`src/rtl/core_pkg.sv`:
```
// Shared core constants and register-mask helpers used by decode and writeback.
package core_pkg;

    localparam int unsigned REG_ADDR_W = 5;
    localparam int unsigned NUM_REGS   = 32;
    localparam int unsigned XLEN       = 32;

    typedef logic [REG_ADDR_W-1:0] reg_addr_t;
    typedef logic [NUM_REGS-1:0]   reg_mask_t;

    // One-hot mask for a register, empty when not enabled or when addressing x0.
    function automatic reg_mask_t reg_onehot(input reg_addr_t addr, input logic en);
        reg_mask_t mask;
        mask = '0;
        if (en && (addr != '0)) begin
            mask = reg_mask_t'(1) << addr;
        end
        return mask;
    endfunction

endpackage

```
`src/rtl/decode_scoreboard_if.sv`:
```
// Decode-side and writeback-side signals of the register-hazard scoreboard.
interface decode_scoreboard_if;
    import core_pkg::*;

    logic             dec_valid;
    reg_addr_t        rs1;
    reg_addr_t        rs2;
    reg_addr_t        rd;
    logic             uses_rs1;
    logic             uses_rs2;
    logic             writes_rd;
    logic             flush;
    logic             wb_valid;
    reg_addr_t        wb_rd;
    logic             kill_valid;
    reg_addr_t        kill_rd;

    logic             issue_ready;
    logic             issue_fire;
    logic             rf_wr_en;
    reg_mask_t        pending;
    logic [XLEN-1:0]  stall_count;
    logic             hazard_timeout;
    logic             protocol_err;

    // Decode/writeback side.
    modport master (
        output dec_valid, rs1, rs2, rd, uses_rs1, uses_rs2, writes_rd, flush,
        output wb_valid, wb_rd, kill_valid, kill_rd,
        input  issue_ready, issue_fire, rf_wr_en, pending, stall_count,
        input  hazard_timeout, protocol_err
    );

    // Scoreboard side.
    modport slave (
        input  dec_valid, rs1, rs2, rd, uses_rs1, uses_rs2, writes_rd, flush,
        input  wb_valid, wb_rd, kill_valid, kill_rd,
        output issue_ready, issue_fire, rf_wr_en, pending, stall_count,
        output hazard_timeout, protocol_err
    );

endinterface

```
`src/rtl/stall_watchdog.sv`:
```
// Consecutive-stall counter with a sticky timeout flag.
module stall_watchdog #(
    parameter int unsigned TIMEOUT = 255
) (
    input  logic clk,
    input  logic rst_n,
    input  logic stall,
    output logic timeout
);

    localparam logic [15:0] LIMIT = 16'(TIMEOUT);

    logic [15:0] cnt_q, cnt_d;
    logic        timeout_q;

    // Count consecutive stalls, saturating at the limit; any non-stall restarts the count.
    always_comb begin
        cnt_d = cnt_q;
        if (!stall) begin
            cnt_d = '0;
        end else if (cnt_q != LIMIT) begin
            cnt_d = cnt_q + 16'd1;
        end
    end

    // Counter and sticky flag; the flag sets on the edge the count reaches the limit.
    always_ff @(posedge clk or negedge rst_n) begin
        if (!rst_n) begin
            cnt_q     <= '0;
            timeout_q <= 1'b0;
        end else begin
            cnt_q <= cnt_d;
            if (cnt_d == LIMIT) begin
                timeout_q <= 1'b1;
            end
        end
    end

    assign timeout = timeout_q;

endmodule

```
`src/rtl/decode_scoreboard.sv`:
```
// Register-hazard scoreboard and issue controller for the decode stage.
module decode_scoreboard
    import core_pkg::*;
#(
    parameter int unsigned TIMEOUT = 255
) (
    input  logic                clk,
    input  logic                rst_n,
    decode_scoreboard_if.slave  bus
);

    reg_mask_t       pending_q, pending_d;
    reg_mask_t       wb_mask, kill_mask, set_mask;
    logic [XLEN-1:0] stall_cnt_q, stall_cnt_d;
    logic            perr_q, proto_viol;
    logic            hazard, stall;

    // Hazard check looks only at registered state; same-cycle clears never bypass.
    always_comb begin
        hazard = (bus.uses_rs1  & pending_q[bus.rs1]) |
                 (bus.uses_rs2  & pending_q[bus.rs2]) |
                 (bus.writes_rd & pending_q[bus.rd]);
    end

    assign bus.issue_ready = ~hazard;
    assign bus.issue_fire  = bus.dec_valid & ~hazard & ~bus.flush;
    assign bus.rf_wr_en    = bus.wb_valid & (bus.wb_rd != '0);
    assign stall           = bus.dec_valid & hazard & ~bus.flush;

    // Next bitmap, protocol check and saturating stall count.
    always_comb begin
        wb_mask   = reg_onehot(bus.wb_rd, bus.wb_valid);
        kill_mask = reg_onehot(bus.kill_rd, bus.kill_valid);
        set_mask  = reg_onehot(bus.rd, bus.issue_fire & bus.writes_rd);
        // Bit 0 is forced clear so x0 can never hazard.
        pending_d = ((pending_q & ~(wb_mask | kill_mask)) | set_mask) & ~reg_mask_t'(1);
        // Clearing an idle bit, or wb and kill releasing the same register.
        proto_viol = (|((wb_mask | kill_mask) & ~pending_q)) | (|(wb_mask & kill_mask));
        stall_cnt_d = stall_cnt_q;
        if (stall && (stall_cnt_q != '1)) begin
            stall_cnt_d = stall_cnt_q + XLEN'(1);
        end
    end

    // Scoreboard state registers.
    always_ff @(posedge clk or negedge rst_n) begin
        if (!rst_n) begin
            pending_q   <= '0;
            stall_cnt_q <= '0;
            perr_q      <= 1'b0;
        end else begin
            pending_q   <= pending_d;
            stall_cnt_q <= stall_cnt_d;
            if (proto_viol) begin
                perr_q <= 1'b1;
            end
        end
    end

    stall_watchdog #(
        .TIMEOUT (TIMEOUT)
    ) u_stall_watchdog (
        .clk     (clk),
        .rst_n   (rst_n),
        .stall   (stall),
        .timeout (bus.hazard_timeout)
    );

    assign bus.pending      = pending_q;
    assign bus.stall_count  = stall_cnt_q;
    assign bus.protocol_err = perr_q;

endmodule

```
`src/flat_wrapper.sv`:
```
// flat-port wrapper written by rule: the top's interface ports become plain ports
module decode_scoreboard_flat import core_pkg::*;
#(
    parameter int unsigned TIMEOUT = 255
)
  (clk, rst_n, bus_dec_valid, bus_rs1, bus_rs2, bus_rd, bus_uses_rs1, bus_uses_rs2, bus_writes_rd, bus_flush, bus_wb_valid, bus_wb_rd, bus_kill_valid, bus_kill_rd, bus_issue_ready, bus_issue_fire, bus_rf_wr_en, bus_pending, bus_stall_count, bus_hazard_timeout, bus_protocol_err);
  decode_scoreboard_if bus_i ();
  input  logic clk;
  input  logic rst_n;
  input wire logic [$bits(bus_i.dec_valid)-1:0] bus_dec_valid;
  input wire logic [$bits(bus_i.rs1)-1:0] bus_rs1;
  input wire logic [$bits(bus_i.rs2)-1:0] bus_rs2;
  input wire logic [$bits(bus_i.rd)-1:0] bus_rd;
  input wire logic [$bits(bus_i.uses_rs1)-1:0] bus_uses_rs1;
  input wire logic [$bits(bus_i.uses_rs2)-1:0] bus_uses_rs2;
  input wire logic [$bits(bus_i.writes_rd)-1:0] bus_writes_rd;
  input wire logic [$bits(bus_i.flush)-1:0] bus_flush;
  input wire logic [$bits(bus_i.wb_valid)-1:0] bus_wb_valid;
  input wire logic [$bits(bus_i.wb_rd)-1:0] bus_wb_rd;
  input wire logic [$bits(bus_i.kill_valid)-1:0] bus_kill_valid;
  input wire logic [$bits(bus_i.kill_rd)-1:0] bus_kill_rd;
  output wire logic [$bits(bus_i.issue_ready)-1:0] bus_issue_ready;
  output wire logic [$bits(bus_i.issue_fire)-1:0] bus_issue_fire;
  output wire logic [$bits(bus_i.rf_wr_en)-1:0] bus_rf_wr_en;
  output wire logic [$bits(bus_i.pending)-1:0] bus_pending;
  output wire logic [$bits(bus_i.stall_count)-1:0] bus_stall_count;
  output wire logic [$bits(bus_i.hazard_timeout)-1:0] bus_hazard_timeout;
  output wire logic [$bits(bus_i.protocol_err)-1:0] bus_protocol_err;
  assign bus_i.dec_valid = bus_dec_valid;
  assign bus_i.rs1 = bus_rs1;
  assign bus_i.rs2 = bus_rs2;
  assign bus_i.rd = bus_rd;
  assign bus_i.uses_rs1 = bus_uses_rs1;
  assign bus_i.uses_rs2 = bus_uses_rs2;
  assign bus_i.writes_rd = bus_writes_rd;
  assign bus_i.flush = bus_flush;
  assign bus_i.wb_valid = bus_wb_valid;
  assign bus_i.wb_rd = bus_wb_rd;
  assign bus_i.kill_valid = bus_kill_valid;
  assign bus_i.kill_rd = bus_kill_rd;
  assign bus_issue_ready = bus_i.issue_ready;
  assign bus_issue_fire = bus_i.issue_fire;
  assign bus_rf_wr_en = bus_i.rf_wr_en;
  assign bus_pending = bus_i.pending;
  assign bus_stall_count = bus_i.stall_count;
  assign bus_hazard_timeout = bus_i.hazard_timeout;
  assign bus_protocol_err = bus_i.protocol_err;
  decode_scoreboard #(.TIMEOUT(TIMEOUT)) u_core (.clk(clk), .rst_n(rst_n), .bus(bus_i));
endmodule
```
`config.mk`:
```
export PLATFORM = sky130hd
export DESIGN_NAME = decode_scoreboard_flat
export DESIGN_NICKNAME = d
export VERILOG_FILES = /design/src/rtl/core_pkg.sv /design/src/rtl/decode_scoreboard_if.sv /design/src/rtl/stall_watchdog.sv /design/src/rtl/decode_scoreboard.sv /design/src/flat_wrapper.sv
export SDC_FILE = /design/constraint.sdc
export NUM_CORES = 1
export LEC_CHECK = 0
export ABC_CLOCK_PERIOD_IN_PS = 3900
export CAP_MARGIN = 40
export CORE_MARGIN = 8
export CORE_UTILIZATION = 45
export CTS_CLUSTER_DIAMETER = 100
export DETAILED_ROUTE_END_ITERATION = 12
export PLACE_DENSITY = 0.71
export SYNTH_ARGS = -nofsm -noshare
export SYNTH_HDL_FRONTEND = slang
export SYNTH_SLANG_ARGS = --single-unit
export TNS_END_PERCENT = 20
```
`constraint.sdc`:
```
create_clock -name clk -period 3.9 [get_ports clk]
set_input_delay 0.975 -clock clk [delete_from_list [all_inputs] [get_ports clk]]
set_output_delay 0.975 -clock clk [all_outputs]
set_load 0.05 [all_outputs]
```
**Yosys cells after proc, flatten, opt, wreduce, memory -nomap -nowiden**

Cells that the tools add are included.

- Add/subtract/negate cells: 2
- $lt $le $gt $ge: 3
- Equality and inequality tests: 3
- Shift-type cells: 3
- Muxes and demuxes: 11
- Bitwise operators: 21
- Reductions and logical operators: 9

Operators by type and width:

| operator | number |
|---|---|
| $and A32 B32 Y32 | 3 |
| $mux W32 | 3 |
| $shl A1 B5 Y32 const A | 3 |
| $not A32 Y32 | 2 |
| $or A32 B32 Y32 | 2 |
| $reduce_or A32 Y1 | 2 |
| $add A32 B1 Y32 const B | 1 |
| $mux W16 | 2 |
| $ne A32 B32 Y1 const B | 1 |
| $lt A5 B6 Y1 const B | 3 |
| $add A16 B1 Y16 const B | 1 |
| $eq A16 B8 Y1 const B | 1 |
| $ne A16 B8 Y1 const B | 1 |
| $bmux W1 S5 | 3 |
| $reduce_bool A5 Y1 | 3 |
| $and A1 B1 Y1 | 9 |
| $logic_and A1 B1 Y1 | 4 |
| $mux W1 | 3 |
| $or A1 B1 Y1 | 3 |
| $not A1 Y1 | 2 |

- Register bits after elaboration: 81
- Input bits: 34

**Depth between registers and ports, before layout**

Gate-level depths: netlist of the first run.

- Depth after elaboration: 12
- Gate-level depth with buffers: 11
- Depth with buffers taken out: 9

**By module**

From an unflattened synthesis of the first run, not the netlist that was laid out.

- Cell total of the unflattened synthesis: 595
- Area total of the unflattened synthesis: 5,520.3 µm²

Modules (own cells, without submodules):

| module | times used | cells each | area each (µm²) | seq. area each (µm²) |
|---|---|---|---|---|
| decode_scoreboard | 1 | 482 | 4,429.2 | 1,601.5 |
| stall_watchdog | 1 | 113 | 1,091.0 | 425.4 |

**Least setup slack after synthesis of the first run**

Ideal clock, no wire load.

- Kind: input to output
- Start point: input port bus_rs1[0]
- End point: output port bus_issue_fire
- Arrival: 3.257 ns
- Required time: 2.925 ns
- Path slack: -0.332 ns
- Stages on the path: 7
- Cell sequence: buf_6 -> mux4_2 -> mux2i_1 -> o311ai_1 -> o31a_1 -> nor3_4 -> and2_1

- Longest elaborated chain between the ends: 8

Ends and longest elaborated chain:

| element | RTL line | source |
|---|---|---|
| from (decl) | flat_wrapper.sv:11 | `input wire logic [$bits(bus_i.rs1)-1:0] bus_rs1;` |
| $bmux W1 S5 | decode_scoreboard.sv:20 | `hazard = (bus.uses_rs1 & pending_q[bus.rs1]) \|` |
| $mux W1 (implied by the code) | decode_scoreboard.sv:20 |  |
| $and A1 B1 Y1 | decode_scoreboard.sv:20 |  |
| $or A1 B1 Y1 | decode_scoreboard.sv:20 |  |
| $or A1 B1 Y1 | decode_scoreboard.sv:21 | `(bus.uses_rs2 & pending_q[bus.rs2]) \|` |
| $not A1 Y1 | -- |  |
| net bus_issue_ready | flat_wrapper.sv:22 | `output wire logic [$bits(bus_i.issue_ready)-1:0] bus_issue_ready;` |
| $and A1 B1 Y1 (2 in a row) | decode_scoreboard.sv:26 | `assign bus.issue_fire = bus.dec_valid & ~hazard & ~bus.flush;` |
| to (decl) | flat_wrapper.sv:23 | `output wire logic [$bits(bus_i.issue_fire)-1:0] bus_issue_fire;` |

The timed path passes the listed nets, and every way through them passes these cells. The select of a mux whose other input is x is not followed.

**Final worst setup path of the first run**

- Start point: input port bus_rd[0]
- End point: output port bus_issue_fire

- Longest elaborated chain between the ends: 7

Ends and longest elaborated chain:

| element | RTL line | source |
|---|---|---|
| from (decl) | flat_wrapper.sv:13 | `input wire logic [$bits(bus_i.rd)-1:0] bus_rd;` |
| $bmux W1 S5 | decode_scoreboard.sv:22 | `(bus.writes_rd & pending_q[bus.rd]);` |
| $mux W1 (implied by the code) | decode_scoreboard.sv:22 |  |
| $and A1 B1 Y1 | decode_scoreboard.sv:22 |  |
| $or A1 B1 Y1 | decode_scoreboard.sv:21 |  |
| $not A1 Y1 | decode_scoreboard.sv:26 |  |
| $and A1 B1 Y1 (2 in a row) | decode_scoreboard.sv:26 |  |

No other way between the ends. The select of a mux whose other input is x is not followed.

==> flow_summary.toml, run 1 <==
[critical_path]
cp_slowest_cell = "mux4_2"
path_buf_inv = 3
r2r_setup_slack_ns = 1.02
end_kind = "primary output"
cp_cell_sequence = "dlygate4sd2_1, buf_12, mux4_2, mux2_2, nand2_1, a21oi_2, nor3_4, and2_4, buf_12"
r2r_end = "u_core.bus.stall_count[20]$_DFFE_PN0P_"
reg2regPathDepth = 10
slowest_delay_ns = 0.51
crit_fanout = 13
crit_arrival_ns = 2.83
worst_setup_path_start_kind = "primary input"
path_delay_family = "multiplexers"
cp_common_cell = "buf_12"
r2r-start = "u_core.bus.pending[19]$_DFF_PN0_"
critPathKind = "in -> out"
required_ns = 2.92

[sta]
fmax_mhz = 262.5
relSlewSlack = 0.4241
hold_slack_ns = 0.4884
hold_viol_final = 0
fin_skew_ns = 0.01002
fin_crit_sh = 0.9769
setup_violations = 0
final.min_clock_period_ns = 3.810
timing_max_transition_violations_final = 0
worstMarginPinSlew_ns = 0.8620

[pwr]
switching_share = 0.3516
seqPwrFrac = 0.394
ir_worst_vdd_v = 0.0002965
power.switching_uw = 913.5
p_clk_frac = 0.326
p_per_area_nw_per_um2 = 346.8
p_leak_nw = 3.015
p_int_mw = 1.685
p_total_mw = 2.598
p_comb_frac = 0.280

[floorplanning]
fp-row-count = 41
die_w_um = 129.5
start_util = 0.4592
io_pins = 103
core-area_um2 = 12620
die_h_um = 129.5
dieArea_um2 = 16760

[detailed_routing]
via_per_inst = 6.116
vias = 5694
drc = 0
firstDrtPassIters = 5
drtAntennaViolNets = 0
wl_per_cell_um = 21.40
drt-initial-drc-count = 635
drt-total-wl_um = 19930

[flow_run]
cap_viol_max_count = 0

[worst_hold_path]
hold_path_class = "reg -> reg"
holdPathStages = 1
hold_end = "u_core.bus.stall_count[28]$_DFFE_PN0P_"
hp-start = "u_core.bus.stall_count[28]$_DFFE_PN0P_"

[logic_synthesis]
synth-edff-count = 0
synth_top_flop_cell = "dfrtp_1"
syn_area_per_cell_um2 = 8.997
ys_ff_latch = 81
yosysWarningCount = 0
syn_inst = 644
synth_top_cell_area_share = 0.3498
synth.distinct_cells = 65
synthTopCellsByArea = "dfrtp_1 (35%), mux4_2 (5.8%), nand2_1 (5.4%), xor2_1 (5.0%), mux2i_1 (3.3%)"
async_flop_share = 1.000
yosys.area.top_type = "dfrtp_1"
seq_area_frac_synth = 0.3498
synth_fp_nets = 680
syn-cell-area_um2 = 5794

[cts]
cts_made_buffers = 9
clk_pin_slew_worst_paths_ns = 0.06
clk_path_buf_depth = 2
cts_tree = "built"
htree_levels = 3
root_buffer = "clkbuf_16"
clk_latency_ns = 0.35
clock_sinks = 81

[global_routing]
overflow = 0
grt_max_degree = 44
antenna_found_initial = 0
grt_use_total = 0.2433
grt_pass1_vias = 5721
grt_pass1_wl_um = 31320

[place]
portBuffers = 101
dp_hpwl_um = 15110
gp_congestion = 0.9815

[cells_and_area]
diodes = 0
fin_nets = 791
synthToLayoutAreaGrowth_pct = 29.30
drive_gt1_frac = 0.1476
n_fill_cell = 1116

[status]
status = "complete, no violations"
-- cell usage after synthesis (8+ instances only) --
cell type	instances
nand2_1	83
dfrtp_1	81
nor2_1	49
o21ai_0	37
xor2_1	33
nor3_1	30
nand3_1	26
a22oi_1	23
clkbuf_1	22
mux2i_1	19
nor2b_1	16
mux4_2	15
nor4_2	15
o22ai_1	15
inv_1	14
xnor2_1	13
a21oi_1	12
nand4_1	12
nor4_1	12
and3_1	11
a32oi_1	9
buf_2	8
-- layout make-up --
class / count / area (um^2) / area share
clock buffers: 10 / 239.0 / 0.03190
clock inverters: 5 / 56.30 / 0.007515
inverters: 14 / 52.55 / 0.007014
multi-input cells: 510 / 3538 / 0.4723
flip-flops and latches: 81 / 2027 / 0.2705
well taps: 172 / 215.2 / 0.02872
repair buffers: 139 / 1364 / 0.1820
-- worst max-delay path by stage --
| stage | slack, ns | cells after the start | start | to |
|---|---|---|---|---|
| final | 0.09 | 9 | bus_rd[0] | bus_issue_fire |
| after global routing | -0.0003 | 10 | bus_rd[0] | bus_issue_fire |
| after CTS | 0.01 | 9 | bus_rd[0] | bus_issue_fire |
| after detailed placement | -0.39 | 9 | bus_rs1[0] | bus_issue_fire |
| after global placement | -0.27 | 9 | bus_rs1[0] | bus_issue_fire |
| after floorplan | -0.18 | 7 | bus_rs1[0] | bus_issue_fire |
-- sequential cells by signal, indices dropped and copies added (netlist names) --
name / count
u_core.u_stall_watchdog.timeout: 1
u_core.bus.pending: 31
u_core.bus.protocol_err: 1
u_core.bus.stall_count: 32
u_core.u_stall_watchdog.cnt_q: 16
-- per-layer routing --
layer,part of all wire,vias up,GRT usage,wire [um]
li1,-,2608,-,-
met1,0.40,2739,0.3028,7973
met4,0.034,0,0.1148,680
met2,0.47,283,0.3842,9447
met5,0,-,0,0
met3,0.091,64,0.06738,1823
-- stage by stage --
step	area (um^2)	worst slack [ns]	setup TNS (ns)	utilization	std cells
after CTS	7476	0.01170	0	0.5924	932
after global placement	7126	-0.2711	-0.5084	0.5646	912
after detailed placement	7156	-0.3915	-0.7502	0.5670	914
final	7492	0.09027	0	0.5937	931
after floorplan	5803	-0.1806	-0.1806	-	644
after global routing	7492	-0.0003402	-0.0003402	0.5937	931
-- timing repair --
item,4_1_cts,5_1_grt
pin swaps,7,4
hold buffers,0,0
setup buffers,3,0
endpoints found under the setup margin,2,2
resized for setup,16,10
-- cell families (layout without fill, tap and decap cells) --
logic type      Yosys count  after routing  share of synthesized area
fa+ha+maj                 2              2                   0.004318
compound gates          128            128                     0.1518
simple gates            295            295                     0.2799
mux                      38             38                    0.09954
other cells               1              1                  0.0006472
flops                    81             81                     0.3498
xor+xnor                 46             46                    0.06953
buf+inv                  53            168                    0.04448
-- cells in the final DEF (no fill, tap or decap), types with 11 or more instances in the layout --
cell,synthesis,layout
inv_1,14,14
nand2_1,83,83
xor2_1,33,33
nor4_1,12,12
nor2b_1,16,14
and3_1,11,11
mux2i_1,19,19
buf_4,5,33
nand3_1,26,26
nor2_1,49,48
dfrtp_1,81,81
o22ai_1,15,15
a22oi_1,23,23
mux4_2,15,15
clkdlybuf4s50_1,0,88
xnor2_1,13,13
nand4_1,12,12
nor4_2,15,15
a21oi_1,12,12
nor3_1,30,30
o21ai_0,37,37
-- power groups by stage --
| stage | sequential (mW) | combinational (mW) | clock, mW |
|---|---|---|---|
| after floorplan | 1.19 | 0.245 | 0 |
| after global routing | 1.03 | 0.772 | 0.907 |
| after CTS | 1.02 | 0.727 | 0.864 |
| final | 1.02 | 0.728 | 0.846 |
| after detailed placement | 1.03 | 0.722 | 0 |
| after global placement | 1.03 | 0.707 | 0 |
-- worst register-to-register path: cells and delay by family, from the launching register on --
family          cells  cell delay [ns]
mux                 2             0.66
flops               1             0.52
simple gates        3             0.83
compound gates      2             0.33
buf+inv             3             0.42
(Power assumes the default switching activity.)
==> run 2, diff against run 1 <==
- SKIP_LAST_GASP: unset -> 1
- SLEW_MARGIN: unset -> 20
==> run 2 against run 1 <==
Hold slack lost 0.0047 ns. Via count grew 1.8%. Highest routed layer unchanged. Maximum frequency is essentially flat. Critical path depth grew 2. Critical endpoint unchanged. Global-route usage grew 0.13 points. Non-clock buffer count grew 2. Clock skew shrank 0.0040 ns. Sequential cell count is the same. Routed wire length grew 1.7%. Die area is the same.
==> flow_summary.toml, run 2 (synthesis results as in run 1) <==
[floorplanning]
core-area_um2 = 12620
fp-row-count = 41
die_h_um = 129.5
start_util = 0.4592
io_pins = 103
dieArea_um2 = 16760
die_w_um = 129.5

[sta]
setup_ws_ns = 0.09292
final.min_clock_period_ns = 3.807
fin_skew_ns = 0.005975
worstMarginPinSlew_ns = 0.8359
hold_slack_ns = 0.4837
grt_setup_unrepaired = "false"
fin_crit_sh = 0.9762
setup_violations = 0
fmax_mhz = 262.7
relSlewSlack = 0.4376
hold_viol_final = 0
timing_max_transition_violations_final = 0

[cts]
cts_tree = "built"
clk_pin_slew_worst_paths_ns = 0.06
clock_sinks = 81
clk_latency_ns = 0.34
clk_path_buf_depth = 2
cts_made_buffers = 9
htree_levels = 3
root_buffer = "clkbuf_16"

[critical_path]
crit_arrival_ns = 2.83
critPathKind = "in -> out"
path_delay_family = "buffers and inverters"
reg2regPathDepth = 10
slowest_delay_ns = 0.27
r2r_setup_slack_ns = 0.97
cp_cell_sequence = "dlygate4sd2_1, buf_6, buf_4, mux2i_2, a22o_1, a21oi_2, nand4_1, a31oi_4, nor3_4, and2_4, buf_12"
end_kind = "primary output"
path_buf_inv = 4
required_ns = 2.92
cp_slowest_cell = "a22o_1"
crit_cells = 11
crit_fanout = 7
worst_setup_path_start_kind = "primary input"

[place]
gp_congestion = 0.9815
portBuffers = 101
dp_hpwl_um = 15200
place_ws_ns = -0.3884

[status]
status = "complete, no violations"

[pwr]
p_comb_frac = 0.260
p_int_mw = 1.890
seqPwrFrac = 0.364
p_clk_frac = 0.376
switching_share = 0.3283
ir_worst_vdd_v = 0.0002324
power.switching_uw = 923.7
p_per_area_nw_per_um2 = 370.4
p_leak_nw = 3.065

[cells_and_area]
n_fill_cell = 1105
largest_register_ffs = 32
final_cell_mix = "clkdlybuf4s50_1 (88), nand2_1 (83), dfrtp_1 (81)"
fin_nets = 793
utilization = 0.6019
synthToLayoutAreaGrowth_pct = 31.09
mostFrequentLayoutCell = "clkdlybuf4s50_1"
diodes = 0
drive_gt1_frac = 0.1549

[global_routing]
antenna_found_initial = 0
grt_max_degree = 44
grt_pass1_wl_um = 31680
grt_pass1_vias = 5819
grt_use_total = 0.2446
overflow = 0

[detailed_routing]
via_per_inst = 6.206
wl_per_cell_um = 21.70
vias = 5796
drt-initial-drc-count = 585
drtAntennaViolNets = 0
drc = 0
drt-total-wl_um = 20270
firstDrtPassIters = 8

[worst_hold_path]
hold_path_class = "reg -> reg"
holdPathStages = 1

[flow_run]
cap_viol_max_count = 0
-- run 2: changes by cell type in the layout (fill, tap and decap cells not counted), sizes merged --
| cell | previous run | this run |
|---|---|---|
| inv | 14 | 15 |
| bufinv | 1 | 4 |
| clkinv | 3 | 1 |
| buf | 42 | 46 |
| clkinvlp | 1 | 0 |
| clkbuf | 11 | 10 |
| clkdlybuf4s18 | 1 | 0 |
-- run 2: metrics by stage --
step / cells / instance area (um^2) / power, mW / setup TNS, ns
after floorplan: 644 / 5803 / 1.432 / -0.1806
after global placement: 912 / 7126 / 1.733 / -0.5084
after detailed placement: 914 / 7151 / 1.754 / -0.7441
after CTS: 935 / 7575 / 2.828 / 0
after global routing: 934 / 7596 / 2.917 / 0
final: 934 / 7596 / 2.814 / 0
-- run 2: path summary, 6_finish.rpt --
path,start,endpoint
min in group asynchronous,rst_n,u_core.u_stall_watchdog.cnt_q[5]$_DFF_PN0_
worst max-delay path,bus_rs2[2],bus_issue_fire
worst min register to register,u_core.u_stall_watchdog.timeout$_DFFE_PN0N_,u_core.u_stall_watchdog.timeout$_DFFE_PN0N_
max in group asynchronous,rst_n,u_core.bus.pending[31]$_DFF_PN0_
worst min-delay path,u_core.u_stall_watchdog.timeout$_DFFE_PN0N_,u_core.u_stall_watchdog.timeout$_DFFE_PN0N_
worst max register to register,u_core.bus.pending[16]$_DFF_PN0_,u_core.bus.stall_count[20]$_DFFE_PN0P_
-- run 2: routing by layer --
metal  share of wire  global-route usage  routed length, um  up-vias
li1                -                   -                  -     2614
met1            0.41              0.3109               8260     2794
met2            0.47              0.3866               9437      316
met3           0.087             0.05752               1766       72
met4           0.040              0.1141                803        0
met5               0                   0                  0        -
-- run 2: repair_timing --
action / in CTS / in global routing
hold buffers: 0 / 0
setup endpoints to repair: 2 / 2
resized for setup: 18 / 11
pin swaps: 7 / 5
setup buffers: 5 / 0
-- run 2: power by group through the flow --
| stage | clock, mW | sequential (mW) | combinational (mW) |
|---|---|---|---|
| global placement | 0 | 1.03 | 0.707 |
| detailed placement | 0 | 1.03 | 0.723 |
| CTS | 1.08 | 1.02 | 0.731 |
| global route | 1.11 | 1.03 | 0.775 |
| floorplan | 0 | 1.19 | 0.245 |
| finish | 1.06 | 1.02 | 0.732 |
-- run 2: layout make-up --
type | count | area [um^2] | share of cell area
inverter | 14 | 52.55 | 0.006918
sequential | 81 | 2027 | 0.2668
tap | 172 | 215.2 | 0.02833
multi-input combinational | 510 | 3551 | 0.4675
timing repair buffer | 141 | 1374 | 0.1809
clock buffer | 10 | 239.0 | 0.03146
clock inverter | 6 | 137.6 | 0.01812
